===== config.mk =====
export PLATFORM = sky130hd
export DESIGN_NAME = operand_fetch_stage_flat
export DESIGN_NICKNAME = d
export VERILOG_FILES = /design/src/rtl/of_pkg.sv /design/src/rtl/operand_fetch_stage_if.sv /design/src/rtl/reg_file_8x8.sv /design/src/rtl/operand_fetch_stage.sv /design/src/flat_wrapper.sv
export SDC_FILE = /design/constraint.sdc
export NUM_CORES = 1
export LEC_CHECK = 0
export BUFFER_PORTS_ARGS = -buffer_cell sky130_fd_sc_hd__clkbuf_2
export CORE_AREA = 2 2 101 103
export CTS_BUF_LIST = sky130_fd_sc_hd__clkbuf_2 sky130_fd_sc_hd__clkbuf_4 sky130_fd_sc_hd__clkbuf_8
export DETAILED_ROUTE_END_ITERATION = 10
export DIE_AREA = 0 0 103 105
export PLACE_DENSITY = 0.74
export SYNTH_ARGS = -nofsm -noshare
export SYNTH_HDL_FRONTEND = slang
export SYNTH_SLANG_ARGS = --single-unit

===== constraint.sdc =====
create_clock -name clk -period 1.47 [get_ports clk]
set_clock_uncertainty 0.05 [all_clocks]
set_input_delay 0.147 -clock clk [delete_from_list [all_inputs] [get_ports clk]]
set_output_delay 0.147 -clock clk [all_outputs]
set_load 0.1 [all_outputs]

===== src/rtl/of_pkg.sv =====
// Shared widths, ALU opcode encoding and the ID/EX bundle layout for the operand fetch stage.
package of_pkg;

  localparam int DATA_W  = 8;
  localparam int REG_CNT = 8;
  localparam int ADDR_W  = 3;
  localparam int OP_W    = 4;

  typedef enum logic [OP_W-1:0] {
    ALU_ADD  = 4'd0,
    ALU_SUB  = 4'd1,
    ALU_AND  = 4'd2,
    ALU_OR   = 4'd3,
    ALU_XOR  = 4'd4,
    ALU_SHL  = 4'd5,
    ALU_SHR  = 4'd6,
    ALU_PASS = 4'd7
  } alu_op_e;

  typedef struct packed {
    logic [DATA_W-1:0] op_a;
    logic [DATA_W-1:0] op_b;
    logic [DATA_W-1:0] imm;
    logic              alu_src;
    alu_op_e           alu_op;
    logic [ADDR_W-1:0] rd;
    logic              reg_we;
  } idex_t;

endpackage


===== src/rtl/operand_fetch_stage_if.sv =====
// Decoder, writeback and execute-side signals of the operand fetch stage.
interface operand_fetch_stage_if
  import of_pkg::*;
#(
  parameter int DW = DATA_W,
  parameter int AW = ADDR_W,
  parameter int OW = OP_W
);

  logic          in_valid;
  logic          in_ready;
  logic [AW-1:0] rs1_addr;
  logic [AW-1:0] rs2_addr;
  logic [DW-1:0] imm_in;
  logic          alu_src_in;
  logic [OW-1:0] alu_op_in;
  logic [AW-1:0] rd_addr_in;
  logic          reg_we_in;
  logic          flush;
  logic          wb_we;
  logic [AW-1:0] wb_addr;
  logic [DW-1:0] wb_data;
  logic          out_valid;
  logic          out_ready;
  logic [DW-1:0] op_a;
  logic [DW-1:0] op_b_reg;
  logic [DW-1:0] imm_out;
  logic          alu_src_sel;
  logic [OW-1:0] alu_op_out;
  logic [AW-1:0] rd_addr_out;
  logic          reg_we_out;

  modport master (
    output in_valid, rs1_addr, rs2_addr, imm_in, alu_src_in, alu_op_in,
           rd_addr_in, reg_we_in, flush, wb_we, wb_addr, wb_data, out_ready,
    input  in_ready, out_valid, op_a, op_b_reg, imm_out, alu_src_sel,
           alu_op_out, rd_addr_out, reg_we_out
  );

  modport slave (
    input  in_valid, rs1_addr, rs2_addr, imm_in, alu_src_in, alu_op_in,
           rd_addr_in, reg_we_in, flush, wb_we, wb_addr, wb_data, out_ready,
    output in_ready, out_valid, op_a, op_b_reg, imm_out, alu_src_sel,
           alu_op_out, rd_addr_out, reg_we_out
  );

endinterface


===== src/rtl/reg_file_8x8.sv =====
// Register file: async-reset flops, two combinational read ports, one synchronous write port.
module reg_file_8x8
  import of_pkg::*;
#(
  parameter int DW  = DATA_W,
  parameter int CNT = REG_CNT,
  parameter int AW  = ADDR_W
) (
  input  logic          clk,
  input  logic          rst_n,
  input  logic          we,
  input  logic [AW-1:0] waddr,
  input  logic [DW-1:0] wdata,
  input  logic [AW-1:0] raddr1,
  input  logic [AW-1:0] raddr2,
  output logic [DW-1:0] rdata1,
  output logic [DW-1:0] rdata2
);

  logic [DW-1:0] regs_q [CNT];
  logic [DW-1:0] regs_d [CNT];

  genvar gi;
  generate
    for (gi = 0; gi < CNT; gi++) begin : g_reg
      always_comb begin
        regs_d[gi] = regs_q[gi];
        if (we && (waddr == AW'(gi))) begin
          regs_d[gi] = wdata;
        end
      end

      always_ff @(posedge clk or negedge rst_n) begin
        if (!rst_n) begin
          regs_q[gi] <= '0;
        end else begin
          regs_q[gi] <= regs_d[gi];
        end
      end
    end
  endgenerate

  assign rdata1 = regs_q[raddr1];
  assign rdata2 = regs_q[raddr2];

endmodule


===== src/rtl/operand_fetch_stage.sv =====
// Decode-to-execute stage: register file read plus single-entry ID/EX register with valid/ready.
// Define OF_BYPASS_EN to forward same-cycle writeback data into captured and held operands.
module operand_fetch_stage
  import of_pkg::*;
#(
  parameter int DATA_W  = of_pkg::DATA_W,
  parameter int REG_CNT = of_pkg::REG_CNT,
  parameter int ADDR_W  = of_pkg::ADDR_W,
  parameter int OP_W    = of_pkg::OP_W
) (
  input logic                  clk,
  input logic                  rst_n,
  operand_fetch_stage_if.slave bus
);

  logic [DATA_W-1:0] rf_rdata1;
  logic [DATA_W-1:0] rf_rdata2;
  logic [DATA_W-1:0] fetch_a;
  logic [DATA_W-1:0] fetch_b;
  logic              load;

  idex_t idex_q, idex_d;
  logic  valid_q, valid_d;

  reg_file_8x8 #(
    .DW  (DATA_W),
    .CNT (REG_CNT),
    .AW  (ADDR_W)
  ) u_rf (
    .clk    (clk),
    .rst_n  (rst_n),
    .we     (bus.wb_we),
    .waddr  (bus.wb_addr),
    .wdata  (bus.wb_data),
    .raddr1 (bus.rs1_addr),
    .raddr2 (bus.rs2_addr),
    .rdata1 (rf_rdata1),
    .rdata2 (rf_rdata2)
  );

  assign bus.in_ready = !valid_q || bus.out_ready;
  assign load         = bus.in_valid && bus.in_ready && !bus.flush;

`ifdef OF_BYPASS_EN
  logic [ADDR_W-1:0] rs1_q, rs1_d;
  logic [ADDR_W-1:0] rs2_q, rs2_d;

  assign fetch_a = (bus.wb_we && (bus.wb_addr == bus.rs1_addr)) ? bus.wb_data : rf_rdata1;
  assign fetch_b = (bus.wb_we && (bus.wb_addr == bus.rs2_addr)) ? bus.wb_data : rf_rdata2;
`else
  assign fetch_a = rf_rdata1;
  assign fetch_b = rf_rdata2;
`endif

  always_comb begin
    idex_d  = idex_q;
    valid_d = valid_q;
`ifdef OF_BYPASS_EN
    rs1_d = rs1_q;
    rs2_d = rs2_q;
`endif
    if (bus.flush) begin
      valid_d = 1'b0;
    end else if (load) begin
      valid_d        = 1'b1;
      idex_d.op_a    = fetch_a;
      idex_d.op_b    = fetch_b;
      idex_d.imm     = bus.imm_in;
      idex_d.alu_src = bus.alu_src_in;
      idex_d.alu_op  = alu_op_e'(bus.alu_op_in);
      idex_d.rd      = bus.rd_addr_in;
      idex_d.reg_we  = bus.reg_we_in;
`ifdef OF_BYPASS_EN
      rs1_d = bus.rs1_addr;
      rs2_d = bus.rs2_addr;
`endif
    end else if (bus.out_ready) begin
      valid_d = 1'b0;
    end
`ifdef OF_BYPASS_EN
    // A stalled entry keeps tracking writes to its sources so it never issues stale data.
    else if (valid_q && bus.wb_we) begin
      if (bus.wb_addr == rs1_q) idex_d.op_a = bus.wb_data;
      if (bus.wb_addr == rs2_q) idex_d.op_b = bus.wb_data;
    end
`endif
  end

  always_ff @(posedge clk or negedge rst_n) begin
    if (!rst_n) begin
      idex_q  <= '0;
      valid_q <= 1'b0;
`ifdef OF_BYPASS_EN
      rs1_q   <= '0;
      rs2_q   <= '0;
`endif
    end else begin
      idex_q  <= idex_d;
      valid_q <= valid_d;
`ifdef OF_BYPASS_EN
      rs1_q   <= rs1_d;
      rs2_q   <= rs2_d;
`endif
    end
  end

  assign bus.out_valid   = valid_q;
  assign bus.op_a        = idex_q.op_a;
  assign bus.op_b_reg    = idex_q.op_b;
  assign bus.imm_out     = idex_q.imm;
  assign bus.alu_src_sel = idex_q.alu_src;
  assign bus.alu_op_out  = OP_W'(idex_q.alu_op);
  assign bus.rd_addr_out = idex_q.rd;
  assign bus.reg_we_out  = idex_q.reg_we && valid_q;

endmodule


===== src/flat_wrapper.sv =====
// flat-port wrapper written by rule: the top's interface ports become plain ports
module operand_fetch_stage_flat import of_pkg::*;
#(
  parameter int DATA_W  = of_pkg::DATA_W,
  parameter int REG_CNT = of_pkg::REG_CNT,
  parameter int ADDR_W  = of_pkg::ADDR_W,
  parameter int OP_W    = of_pkg::OP_W
)
  (clk, rst_n, bus_in_valid, bus_rs1_addr, bus_rs2_addr, bus_imm_in, bus_alu_src_in, bus_alu_op_in, bus_rd_addr_in, bus_reg_we_in, bus_flush, bus_wb_we, bus_wb_addr, bus_wb_data, bus_out_ready, bus_in_ready, bus_out_valid, bus_op_a, bus_op_b_reg, bus_imm_out, bus_alu_src_sel, bus_alu_op_out, bus_rd_addr_out, bus_reg_we_out);
  operand_fetch_stage_if bus_i ();
  input logic clk;
  input logic rst_n;
  input wire logic [$bits(bus_i.in_valid)-1:0] bus_in_valid;
  input wire logic [$bits(bus_i.rs1_addr)-1:0] bus_rs1_addr;
  input wire logic [$bits(bus_i.rs2_addr)-1:0] bus_rs2_addr;
  input wire logic [$bits(bus_i.imm_in)-1:0] bus_imm_in;
  input wire logic [$bits(bus_i.alu_src_in)-1:0] bus_alu_src_in;
  input wire logic [$bits(bus_i.alu_op_in)-1:0] bus_alu_op_in;
  input wire logic [$bits(bus_i.rd_addr_in)-1:0] bus_rd_addr_in;
  input wire logic [$bits(bus_i.reg_we_in)-1:0] bus_reg_we_in;
  input wire logic [$bits(bus_i.flush)-1:0] bus_flush;
  input wire logic [$bits(bus_i.wb_we)-1:0] bus_wb_we;
  input wire logic [$bits(bus_i.wb_addr)-1:0] bus_wb_addr;
  input wire logic [$bits(bus_i.wb_data)-1:0] bus_wb_data;
  input wire logic [$bits(bus_i.out_ready)-1:0] bus_out_ready;
  output wire logic [$bits(bus_i.in_ready)-1:0] bus_in_ready;
  output wire logic [$bits(bus_i.out_valid)-1:0] bus_out_valid;
  output wire logic [$bits(bus_i.op_a)-1:0] bus_op_a;
  output wire logic [$bits(bus_i.op_b_reg)-1:0] bus_op_b_reg;
  output wire logic [$bits(bus_i.imm_out)-1:0] bus_imm_out;
  output wire logic [$bits(bus_i.alu_src_sel)-1:0] bus_alu_src_sel;
  output wire logic [$bits(bus_i.alu_op_out)-1:0] bus_alu_op_out;
  output wire logic [$bits(bus_i.rd_addr_out)-1:0] bus_rd_addr_out;
  output wire logic [$bits(bus_i.reg_we_out)-1:0] bus_reg_we_out;
  assign bus_i.in_valid = bus_in_valid;
  assign bus_i.rs1_addr = bus_rs1_addr;
  assign bus_i.rs2_addr = bus_rs2_addr;
  assign bus_i.imm_in = bus_imm_in;
  assign bus_i.alu_src_in = bus_alu_src_in;
  assign bus_i.alu_op_in = bus_alu_op_in;
  assign bus_i.rd_addr_in = bus_rd_addr_in;
  assign bus_i.reg_we_in = bus_reg_we_in;
  assign bus_i.flush = bus_flush;
  assign bus_i.wb_we = bus_wb_we;
  assign bus_i.wb_addr = bus_wb_addr;
  assign bus_i.wb_data = bus_wb_data;
  assign bus_i.out_ready = bus_out_ready;
  assign bus_in_ready = bus_i.in_ready;
  assign bus_out_valid = bus_i.out_valid;
  assign bus_op_a = bus_i.op_a;
  assign bus_op_b_reg = bus_i.op_b_reg;
  assign bus_imm_out = bus_i.imm_out;
  assign bus_alu_src_sel = bus_i.alu_src_sel;
  assign bus_alu_op_out = bus_i.alu_op_out;
  assign bus_rd_addr_out = bus_i.rd_addr_out;
  assign bus_reg_we_out = bus_i.reg_we_out;
  operand_fetch_stage #(.DATA_W(DATA_W), .REG_CNT(REG_CNT), .ADDR_W(ADDR_W), .OP_W(OP_W)) u_core (.clk(clk), .rst_n(rst_n), .bus(bus_i));
endmodule

==> impl_summary.txt, run 1 <==
----------------------------------------------------
[Power]
  Sw Ratio ... 41.0%
  Largest vdd supply drop ... 606 uV
  Sequential power share ... 43.2%
  Power spent charging and discharging nets ... 3460 uW
  Pwr/cell area ... 1400 mW/mm2
  Power Internal ... 4990 uW
  Clock Power Share ... 19.2%
  Gate power share ... 37.6%
  Standby leakage power ... 0.00274 uW

[Clock network]
  Source-to-sink clock delay at the later pin of the worst-skew pair ... 0.36 ns
  Clock-pin slew on the worst setup and hold paths ... 0.10 ns
  Level count of the clock H-tree ... 3
  Root Buffer ... clkbuf_8
  CTS tree ... done
  # Post-CTS Setup Buffers ... 0
  Number of CTS-inserted buffers ... 9
  CTS max path bufs ... 2
  Number of sinks on the clock net ... 98

[Synthesis]
  Avg Cell Area, Syn ... 13.2 um2
  Syn Std Cell Area ... 0.00512 mm2
  Proportion of synthesized chip area in sequential cells ... 47.9%
  Seq cells post-synth ... 98
  Share of the synthesized area in the top cell type ... 47.9%
  Leading cell types by total area after synthesis ... dfrtp_1 (48%), mux2_2 (25%), mux2i_1 (6.3%)
  Number of distinct library cells after synthesis ... 28
  Syn Inst Count ... 387
  Biggest area consumer among synthesized cells ... dfrtp_1
  Number of nets in the synthesized netlist ... 427
  Yosys synthesis warning count ... 0

[Hold path]
  Hold Path Class ... primary input to flop
  Destination of the worst hold path ... u_core.bus.out_valid$_DFFE_PN0P_
  Hold Startpoint ... bus_in_valid
  Number of stages on the worst hold path ... 3

[Critical path]
  Setup crit start kind ... flop
  Endpoint of the worst-slack reg-to-reg timing path ... u_core.bus.op_a[4]$_DFFE_PN0P_
  Largest fanout on the critical path ... 4
  Setup slack, reg-to-reg ... 0.01 ns
  Worst EP required ... 1.27 ns
  Critical Path Sink Type ... primary output
  Category of the critical setup timing path ... flop to primary output
  Worst path arrival time ... 1.30 ns
  Worst flop-to-flop path startpoint ... u_core.bus.out_valid$_DFFE_PN0P_
  Logic depth of the worst register-to-register path ... 4

[STA]
  Final setup vio count ... 2
  RSZ-0062 raised after global routing ... yes
  Transition time at the pin with the least slew margin ... 0.641 ns
  Final setup TNS ... -0.0309 ns
  Final Hold Slack ... 0.0307 ns
  Max-slew headroom ... 57.2%
  Number of endpoints with negative hold slack in the final report ... 0
  Max Transition Viols Final ... 0
  Clock period minus worst slack ... 1.50 ns
  Share of the clock period used by the worst path after layout ... 102%
  Smallest setup slack after layout ... -0.0266 ns
  Highest attainable clock frequency ... 0.668 GHz

[GRT]
  Total congestion overflow after global routing ... 0
  Number of antenna violations at the first check in global routing ... 0
  GRT Total Usage ... 21.5%
  Vias in the first global route ... 3548
  Global-route wire length before repair ... 18100 um
  Largest net degree at the start of global routing ... 41

[Floorplan]
  Count of boundary I/O pins ... 75
  Die X-Extent ... 103 um
  Number of placement rows ... 36
  Floorplan die height ... 105 um
  Starting density of the core ... 53.1%
  Placeable core region ... 0.00964 mm2
  Die area ... 0.0108 mm2

[Drt]
  Final ANT Viol Nets ... 0
  Length of the first detailed-routing pass in iterations ... 4
  Total length of routed wires ... 11400 um
  Via count ... 3363
  Vias/cell ... 5.64
  Routed length per instance ... 19.1 um
  First DRT Iteration DRCs ... 135
  DRC errors left ... 0

[Final layout]
  Largest register FFs ... 64
  Top reg by flops ... u_core.u_rf.regs_q
  Fraction of final layout cells sized beyond drive strength 1 ... 53.3%
  Final-layout fill cell count ... 751
  Antenna cell count ... 0
  Growth of design area from synthesis to finish ... 18.3%
  Final nets ... 498
  Post-route cell area ... 0.00606 mm2

[Outcome]
  Status ... finished with violations
  Failing checks ... negative setup slack

[Place]
  Final Wtd Congestion ... 0.803
  Post-detailed-placement cell area ... 0.00562 mm2
  Port-buffer cells ... 74
  Detailed Place HPWL ... 7860 um

[Job]
  # Max-Cap Violations ... 0

----------------------------------------------------
-- worst max path at each step --
stage	to	startpoint	depth (start not counted)	slack, ns
after floorplan	u_core.bus.alu_op_out[0]$_DFFE_PN0P_	u_core.bus.out_valid$_DFFE_PN0P_	5	-0.30
after global placement	u_core.bus.op_a[3]$_DFFE_PN0P_	u_core.bus.out_valid$_DFFE_PN0P_	4	-0.02
after detailed placement	u_core.bus.op_b_reg[0]$_DFFE_PN0P_	u_core.bus.out_valid$_DFFE_PN0P_	4	-0.07
after CTS	bus_in_ready	u_core.bus.out_valid$_DFFE_PN0P_	3	-0.04
after global routing	bus_in_ready	u_core.bus.out_valid$_DFFE_PN0P_	3	-0.06
final	bus_in_ready	u_core.bus.out_valid$_DFFE_PN0P_	3	-0.03
-- power groups by stage --
| stage | Combinational (uW) | Clock [uW] | Sequential, uW |
|---|---|---|---|
| floorplan | 2730 | 0 | 3620 |
| global placement | 3020 | 0 | 3650 |
| detailed placement | 3060 | 0 | 3700 |
| CTS | 3130 | 1670 | 3650 |
| global route | 3350 | 1780 | 3730 |
| finish | 3180 | 1630 | 3650 |
-- metal layers --
layer	track usage [%]	wire, um	vias to the layer above
met5	0	0	-
met4	5.26	74	0
met3	4.62	681	11
met2	34.4	5440	100
met1	29.9	5220	1703
li1	-	-	1549
-- critical path, stage by stage (launching register included) --
cell	delay (ns)
dfrtp_4	0.48
and2b_4	0.21
clkinvlp_4	0.09
buf_12	0.16
-- final cells by class --
type,count,area [um2],share of cell area (%)
inverters,1,7.51,0.124
multi-input cells,234,2350,38.8
flip-flops and latches,98,2460,40.5
repair buffers,114,895,14.8
clock inverters,7,58.8,0.970
clock buffers,9,124,2.04
well taps,133,166,2.75
-- cells in the final DEF, fill, tap and decap left out, drive strengths merged --
| cell | netlist | layout |
|---|---|---|
| mux2 | 113 | 113 |
| dfrtp | 98 | 98 |
| clkbuf | 1 | 79 |
| mux2i | 32 | 32 |
| buf | 49 | 25 |
| dlygate4sd3 | 0 | 19 |
| o22ai | 16 | 16 |
| a22o | 16 | 16 |
| o21ai | 16 | 16 |
| o31ai | 16 | 16 |
| nor2 | 5 | 5 |
| inv | 1 | 4 |
| nand2b | 4 | 4 |
| clkinvlp | 0 | 3 |
| nand4b | 3 | 3 |
| nand2 | 3 | 3 |
| nor2b | 2 | 2 |
| nor3b | 2 | 2 |
| nor3 | 2 | 2 |
| and2b | 1 | 1 |
| and2 | 1 | 1 |
| nand4 | 1 | 1 |
| or2 | 1 | 1 |
| clkinv | 0 | 1 |
-- through the flow --
| step | setup WS (ns) | cells | utilization (%) | power (uW) |
|---|---|---|---|---|
| 5_1_grt | -0.0634 | 596 | 62.9 | 8860 |
| 3_3_place_gp | -0.0188 | 561 | 58.3 | 6670 |
| 3_5_place_dp | -0.0728 | 561 | 58.3 | 6760 |
| 4_1_cts | -0.0419 | 596 | 62.4 | 8460 |
| 6_report | -0.0266 | 596 | 62.9 | 8460 |
| 2_1_floorplan | -0.296 | 387 | - | 6340 |
-- Yosys cell counts --
cell type	number
nand2b_4	2
nor2_8	1
nor3b_4	2
inv_1	1
buf_6	4
nor2_1	4
and2_1	1
o21ai_0	16
a22o_1	16
and2b_2	1
nor3_2	1
o31ai_1	16
buf_8	1
clkdlybuf4s18_2	4
or2_1	1
buf_2	7
nand4b_1	3
nand2b_1	2
mux2i_1	32
mux2_2	113
dfrtp_1	98
nor2b_1	2
nand4_1	1
clkbuf_1	1
buf_4	37
o22ai_1	16
nor3_4	1
nand2_1	3
-- what timing repair did --
action	4_1_cts	5_1_grt
gates cloned	0	0
gates resized for setup	8	10
hold buffers	19	0
endpoints found under the setup margin	34	24
endpoints found under the hold margin	98	0
-- cell families after synthesis --
group / synth area share [%]
mux: 31.1
flops: 47.9
compound gates: 8.60
buf+inv: 8.21
simple gates: 4.23
(Power assumes the default switching activity.)
==> inputs of run 2 (changes only) <==
Settings changed: CELL_PAD_IN_SITES_DETAIL_PLACEMENT set to 2, CELL_PAD_IN_SITES_GLOBAL_PLACEMENT set to 2, CORE_AREA 2 2 101 103 to 2 2 121 123, DIE_AREA 0 0 103 105 to 0 0 123 125.
Clock period 1.47 ns to 1.2 ns, I/O delays scaled along.
==> impl_summary.txt, run 2 (synthesis gave the netlist of run 1 again) <==
----------------------------------------------------
[Outcome]
  Status ... finished with violations
  Failing checks ... negative setup slack

[Critical path]
  Setup crit start kind ... flop
  Endpoint of the worst-slack reg-to-reg timing path ... u_core.bus.op_b_reg[1]$_DFFE_PN0P_
  Largest incremental delay on the critical path ... 0.49 ns (about the same)
  Worst EP required ... 1.41 ns (+0.14 ns)
  Crit path max-delay family ... flip-flops
  Worst path buffer plus inverter count ... 2 (unchanged)
  Critical Path Sink Type ... flop
  Worst flop-to-flop path startpoint ... u_core.bus.out_valid$_DFFE_PN0P_
  Logic depth of the worst register-to-register path ... 5 (+1)
  Setup slack, reg-to-reg ... -0.44 ns (-0.45 ns)
  CP Cell Sequence ... and2b_2 > buf_4 > buf_6 > o21ai_0 > o31ai_2
  Largest fanout on the critical path ... 16 (+12)
  Category of the critical setup timing path ... flop to flop
  Worst path arrival time ... 1.86 ns (+0.56 ns)
  Standard cell with the maximum stage delay on the critical path ... dfrtp_4

[Final layout]
  Commonest cells after routing, fill and taps aside ... dfrtp_1 (89), mux2_2 (80), buf_12 (53)
  Top reg by flops ... u_core.u_rf.regs_q
  Post-route core utilization ... 51.3% (-12 points)
  Fraction of final layout cells sized beyond drive strength 1 ... 61.4% (+8.1 points)
  Multi-input combinational cell area ... 0.00262 mm2 (+11%)
  Post-route cell area ... 0.00729 mm2 (+20%)
  Commonest non-fill, non-tap cell in the layout ... dfrtp_1
  Final nets ... 535 (+7.4%)
  Final-layout fill cell count ... 1303 (+74%)
  Largest register FFs ... 64 (unchanged)
  Sequential cell area ... 0.00247 mm2 (+0.41%)
  Antenna cell count ... 0 (unchanged)
  Growth of design area from synthesis to finish ... 42.2%

[STA]
  Max-slew headroom ... 32.5% (-25 points)
  Highest attainable clock frequency ... 0.608 GHz
  RSZ-0062 raised after global routing ... yes
  Smallest setup slack after layout ... -0.444 ns (-0.418 ns)
  Transition time at the pin with the least slew margin ... 1.01 ns (+0.369 ns)
  Max Transition Viols Final ... 0 (unchanged)
  Final Hold Slack ... 0.0353 ns (+0.00456 ns)
  Share of the clock period used by the worst path after layout ... 137%
  Number of endpoints with negative hold slack in the final report ... 0 (unchanged)
  Final setup vio count ... 41 (+39)
  Clock period minus worst slack ... 1.64 ns

[Drt]
  Routed length per instance ... 25.6 um (+33%)
  DRC errors left ... 0 (unchanged)
  Length of the first detailed-routing pass in iterations ... 4 (unchanged)
  Via count ... 3662 (+8.9%)
  First DRT Iteration DRCs ... 183 (+36%)
  Final ANT Viol Nets ... 0 (unchanged)
  Total length of routed wires ... 17500 um (+53%)
  Vias/cell ... 5.35 (-5.1%)

[Hold path]
  Destination of the worst hold path ... u_core.u_rf.regs_q[43]$_DFFE_PN0P_
  Number of stages on the worst hold path ... 2 (-1)
  Hold Path Class ... primary input to flop
  Hold Startpoint ... bus_wb_data[3]

[Place]
  Port-buffer cells ... 74 (unchanged)
  Post-detailed-placement cell area ... 0.00648 mm2 (+15%)
  Final Wtd Congestion ... 0.779 (-3.0%)
  Setup slack after placement ... -0.365 ns (-0.292 ns)
  Detailed Place HPWL ... 10900 um (+39%)

[Power]
  Standby leakage power ... 0.00323 uW (+18%)
  Pwr/cell area ... 1680 mW/mm2 (+21%)
  Largest vdd supply drop ... 1060 uV (+75%)
  Overall power after layout ... 12300 uW (+45%)

[Floorplan]
  Number of placement rows ... 44 (+22%)
  Die area ... 0.0154 mm2 (+42%)
  Starting density of the core ... 36.1% (-17 points)
  Die X-Extent ... 123 um (+19%)
  Placeable core region ... 0.0142 mm2 (+47%)
  Floorplan die height ... 125 um (+19%)
  Count of boundary I/O pins ... 75 (unchanged)

[GRT]
  Total congestion overflow after global routing ... 0 (unchanged)
  Number of antenna violations at the first check in global routing ... 0 (unchanged)
  Largest net degree at the start of global routing ... 30 (-27%)
  GRT Total Usage ... 22.8% (+1.2 points)
  Vias in the first global route ... 4240 (+20%)
  Global-route wire length before repair ... 25600 um (+41%)

[Clock network]
  Level count of the clock H-tree ... 3 (unchanged)
  Source-to-sink clock delay at the later pin of the worst-skew pair ... 0.39 ns (+0.03 ns)
  Clock-pin slew on the worst setup and hold paths ... 0.10 ns (about the same)
  Root Buffer ... clkbuf_8
  CTS max path bufs ... 2 (unchanged)
  Number of sinks on the clock net ... 98 (unchanged)
  Number of CTS-inserted buffers ... 9 (unchanged)
  CTS tree ... done

[Job]
  # Max-Cap Violations ... 0 (unchanged)

----------------------------------------------------
## run 2: repair_timing
item                       in CTS  in global routing
hold endpoints to repair      116                  0
resized for setup              31                 46
cloned                          1                  0
hold buffers                   20                  0
setup buffers                   7                 11
pin swaps                       4                  4
setup endpoints to repair      49                 51
## run 2: area by class of cell
| class | instances | area share (%) |
|---|---|---|
| Multi-Input combinational cell | 235 | 36.0 |
| Sequential cell | 98 | 33.8 |
| Timing Repair Buffer | 150 | 24.1 |
| Tap cell | 184 | 3.16 |
| Clock buffer | 13 | 2.20 |
| Clock inverter | 3 | 0.550 |
| Inverter | 1 | 0.103 |
## run 2: worst max path at each step
stage | end | depth (start not counted) | start | slack [ns]
2_1_floorplan | u_core.bus.alu_op_out[0]$_DFFE_PN0P_ | 5 | u_core.bus.out_valid$_DFFE_PN0P_ | -0.57
3_3_place_gp | u_core.bus.op_b_reg[7]$_DFFE_PN0P_ | 4 | u_core.bus.out_valid$_DFFE_PN0P_ | -0.31
3_5_place_dp | u_core.bus.op_b_reg[5]$_DFFE_PN0P_ | 4 | u_core.bus.out_valid$_DFFE_PN0P_ | -0.36
4_1_cts | bus_in_ready | 4 | u_core.bus.out_valid$_DFFE_PN0P_ | -0.46
5_1_grt | bus_in_ready | 4 | u_core.bus.out_valid$_DFFE_PN0P_ | -0.49
6_report | u_core.bus.op_b_reg[1]$_DFFE_PN0P_ | 5 | u_core.bus.out_valid$_DFFE_PN0P_ | -0.44
## run 2: power by group
part | leakage, uW | internal (uW) | total [uW] | switching (uW)
clock network | 0.000108 | 1090 | 2290 | 1200
logic | 0.00195 | 2360 | 5250 | 2890
registers | 0.00117 | 4010 | 4720 | 708
## run 2: metal layers
layer | vias to the layer above | global-route usage [%] | share of wire (%)
met5 | - | 0 | 0
met4 | 0 | 8.42 | 1.8
met3 | 19 | 3.74 | 3.7
met2 | 104 | 39.9 | 53
met1 | 1920 | 27.9 | 41
li1 | 1619 | - | -
## run 2: metrics by stage
step	std cells	setup TNS [ns]
final	684	-13.92
after detailed placement	631	-14.86
after global routing	684	-15.49
after CTS	674	-13.96
after global placement	631	-11.22
after floorplan	387	-18.37
==> inputs of run 3 (changes only) <==
Settings changed: CAP_MARGIN set to 20, CELL_PAD_IN_SITES_DETAIL_PLACEMENT 2 to 0, CELL_PAD_IN_SITES_GLOBAL_PLACEMENT 2 to 1, CORE_AREA 2 2 121 123 to 2 2 111 113, DIE_AREA 0 0 123 125 to 0 0 113 115, REMOVE_ABC_BUFFERS set to 1.
==> impl_summary.txt, run 3 (synthesis gave the netlist of run 1 again) <==
----------------------------------------------------
[Outcome]
  Status ... finished with violations
  Failing checks ... design-rule violations, negative setup slack

[Drt]
  First DRT Iteration DRCs ... 182 (-0.55%)
  DRC errors left ... 11 (+11)
  Total length of routed wires ... 12900 um (-26%)
  Vias/cell ... 5.55 (+3.6%)
  Via count ... 3483 (-4.9%)
  Final ANT Viol Nets ... 0 (unchanged)
  Length of the first detailed-routing pass in iterations ... 7 (+3)
  Routed length per instance ... 20.5 um (-20%)

[STA]
  Share of the clock period used by the worst path after layout ... 126% (-11 points)
  Final setup vio count ... 36 (-12%)
  Transition time at the pin with the least slew margin ... 0.714 ns (-0.295 ns)
  Max-slew headroom ... 52.2% (+20 points)
  Final Hold Slack ... 0.0494 ns (+0.0141 ns)
  Smallest setup slack after layout ... -0.309 ns (+0.135 ns)
  Max Transition Viols Final ... 0 (unchanged)
  Number of endpoints with negative hold slack in the final report ... 0 (unchanged)
  Clock period minus worst slack ... 1.51 ns (-0.135 ns)
  RSZ-0062 raised after global routing ... yes
  Highest attainable clock frequency ... 0.663 GHz (+8.9%)

[Clock network]
  Source-to-sink clock delay at the later pin of the worst-skew pair ... 0.37 ns (-0.02 ns)
  Number of sinks on the clock net ... 98 (unchanged)
  CTS tree ... done
  Level count of the clock H-tree ... 3 (unchanged)
  Number of CTS-inserted buffers ... 9 (unchanged)
  CTS max path bufs ... 2 (unchanged)
  Clock-pin slew on the worst setup and hold paths ... 0.09 ns (about the same)
  Root Buffer ... clkbuf_8

[Critical path]
  Largest fanout on the critical path ... 17 (+1)
  Setup slack, reg-to-reg ... -0.31 ns (+0.13 ns)
  Endpoint of the worst-slack reg-to-reg timing path ... u_core.bus.alu_op_out[0]$_DFFE_PN0P_
  Setup crit start kind ... flop
  Worst flop-to-flop path startpoint ... u_core.bus.out_valid$_DFFE_PN0P_
  Critical Path Sink Type ... flop
  Category of the critical setup timing path ... flop to flop
  Worst path arrival time ... 1.71 ns (-0.15 ns)
  Source of the critical timing path ... u_core.bus.out_valid$_DFFE_PN0P_
  Logic depth of the worst register-to-register path ... 5 (unchanged)
  Worst EP required ... 1.40 ns (about the same)
  Timing endpoint of the critical path ... u_core.bus.alu_op_out[0]$_DFFE_PN0P_

[Final layout]
  Fraction of final layout cells sized beyond drive strength 1 ... 54.9% (-6.5 points)
  Post-route cell area ... 0.00681 mm2 (-6.6%)
  Commonest non-fill, non-tap cell in the layout ... dfrtp_1
  Largest register FFs ... 64 (unchanged)
  Growth of design area from synthesis to finish ... 32.9%
  Post-route core utilization ... 57.6% (+6.3 points)
  Commonest cells after routing, fill and taps aside ... dfrtp_1 (98), mux2_2 (96), buf_12 (51)
  Antenna cell count ... 0 (unchanged)
  Top reg by flops ... u_core.u_rf.regs_q
  Final nets ... 516 (-3.6%)

[Floorplan]
  Floorplan die height ... 115 um (-8.0%)
  Die area ... 0.0130 mm2 (-15%)
  Number of placement rows ... 40 (-9.1%)
  Die X-Extent ... 113 um (-8.1%)
  Placeable core region ... 0.0118 mm2 (-17%)
  Starting density of the core ... 43.4% (+7.3 points)
  Count of boundary I/O pins ... 75 (unchanged)

[GRT]
  Global routing's busiest layer ... met2
  Global-route wire length before repair ... 19800 um (-23%)
  Met2 GRT Util ... 33.6% (-6.4 points)
  M3 GR Usage ... 3.74% (about the same)
  Met1 Use GR ... 26.9% (-1.0 points)
  Number of antenna violations at the first check in global routing ... 0 (unchanged)
  Vias in the first global route ... 3648 (-14%)
  Largest net degree at the start of global routing ... 31 (+3.3%)
  GRT Total Usage ... 20.2% (-2.6 points)
  Total congestion overflow after global routing ... 0 (unchanged)

[Power]
  Largest vdd supply drop ... 955 uV (-9.9%)
  Standby leakage power ... 0.00305 uW (-5.7%)
  Pwr/cell area ... 1670 mW/mm2 (-0.76%)

[Place]
  Detailed Place HPWL ... 8750 um (-20%)
  Post-detailed-placement cell area ... 0.00622 mm2 (-4.1%)
  Setup slack after placement ... -0.264 ns (+0.101 ns)
  Port-buffer cells ... 74 (unchanged)
  Final Wtd Congestion ... 0.809 (+3.9%)

[Hold path]
  Hold Path Class ... primary input to flop
  Hold Startpoint ... bus_wb_data[5]

[Job]
  # Max-Cap Violations ... 0 (unchanged)

----------------------------------------------------
-- run 3: stage by stage --
step	total power [uW]	TNS (ns)	instances
4_1_cts	11300	-9.44	627
3_3_place_gp	9010	-7.71	588
2_1_floorplan	7290	-28.96	333
3_5_place_dp	9140	-9.96	588
5_1_grt	11900	-11.72	628
6_report	11400	-9.70	628
-- run 3: metal layers --
metal  routed length (um)  up-vias
met1                 5620     1744
met2                 6180      137
met3                  812       20
met4                  257        0
met5                    0        -
li1                     -     1582
-- run 3: report_power, final --
part	internal, uW	switching (uW)
Combinational	2100	2610
Sequential	4000	612
Clock	917	1130
Total	7010	4350
-- run 3: layout make-up --
cell class / instances / area, um2
clock buffers: 12 / 165
repair buffers: 132 / 1590
well taps: 147 / 184
multi-input cells: 234 / 2380
flip-flops and latches: 98 / 2450
clock inverters: 4 / 25.0
fillers: 963 / 5010
inverters: 1 / 6.26
-- run 3: how the worst min path moves through the flow --
stage | to | slack (ns) | depth (start not counted)
2_1_floorplan | u_core.bus.alu_op_out[0]$_DFFE_PN0P_ | -0.23 | 0
3_3_place_gp | u_core.u_rf.regs_q[18]$_DFFE_PN0P_ | 0.003 | 1
3_5_place_dp | u_core.u_rf.regs_q[2]$_DFFE_PN0P_ | 0.01 | 1
4_1_cts | u_core.u_rf.regs_q[1]$_DFFE_PN0P_ | 0.04 | 2
5_1_grt | u_core.u_rf.regs_q[1]$_DFFE_PN0P_ | 0.05 | 2
6_report | u_core.u_rf.regs_q[37]$_DFFE_PN0P_ | 0.05 | 2
-- run 3: worst max-delay path: stages (launching register included) --
cell and delay (ns):
dfrtp_1 0.39, and2b_2 0.24, buf_12 0.14, nor2_8 0.08, buf_12 0.18, mux2_4 0.31
-- run 3: repair_timing --
| action | CTS | global route |
|---|---|---|
| setup buffers | 4 | 1 |
| hold buffers | 20 | 0 |
| setup endpoints to repair | 37 | 45 |
| resized for setup | 13 | 33 |
| endpoints found under the hold margin | 108 | 0 |
| pin swaps | 1 | 0 |
| cloned | 0 | 0 |
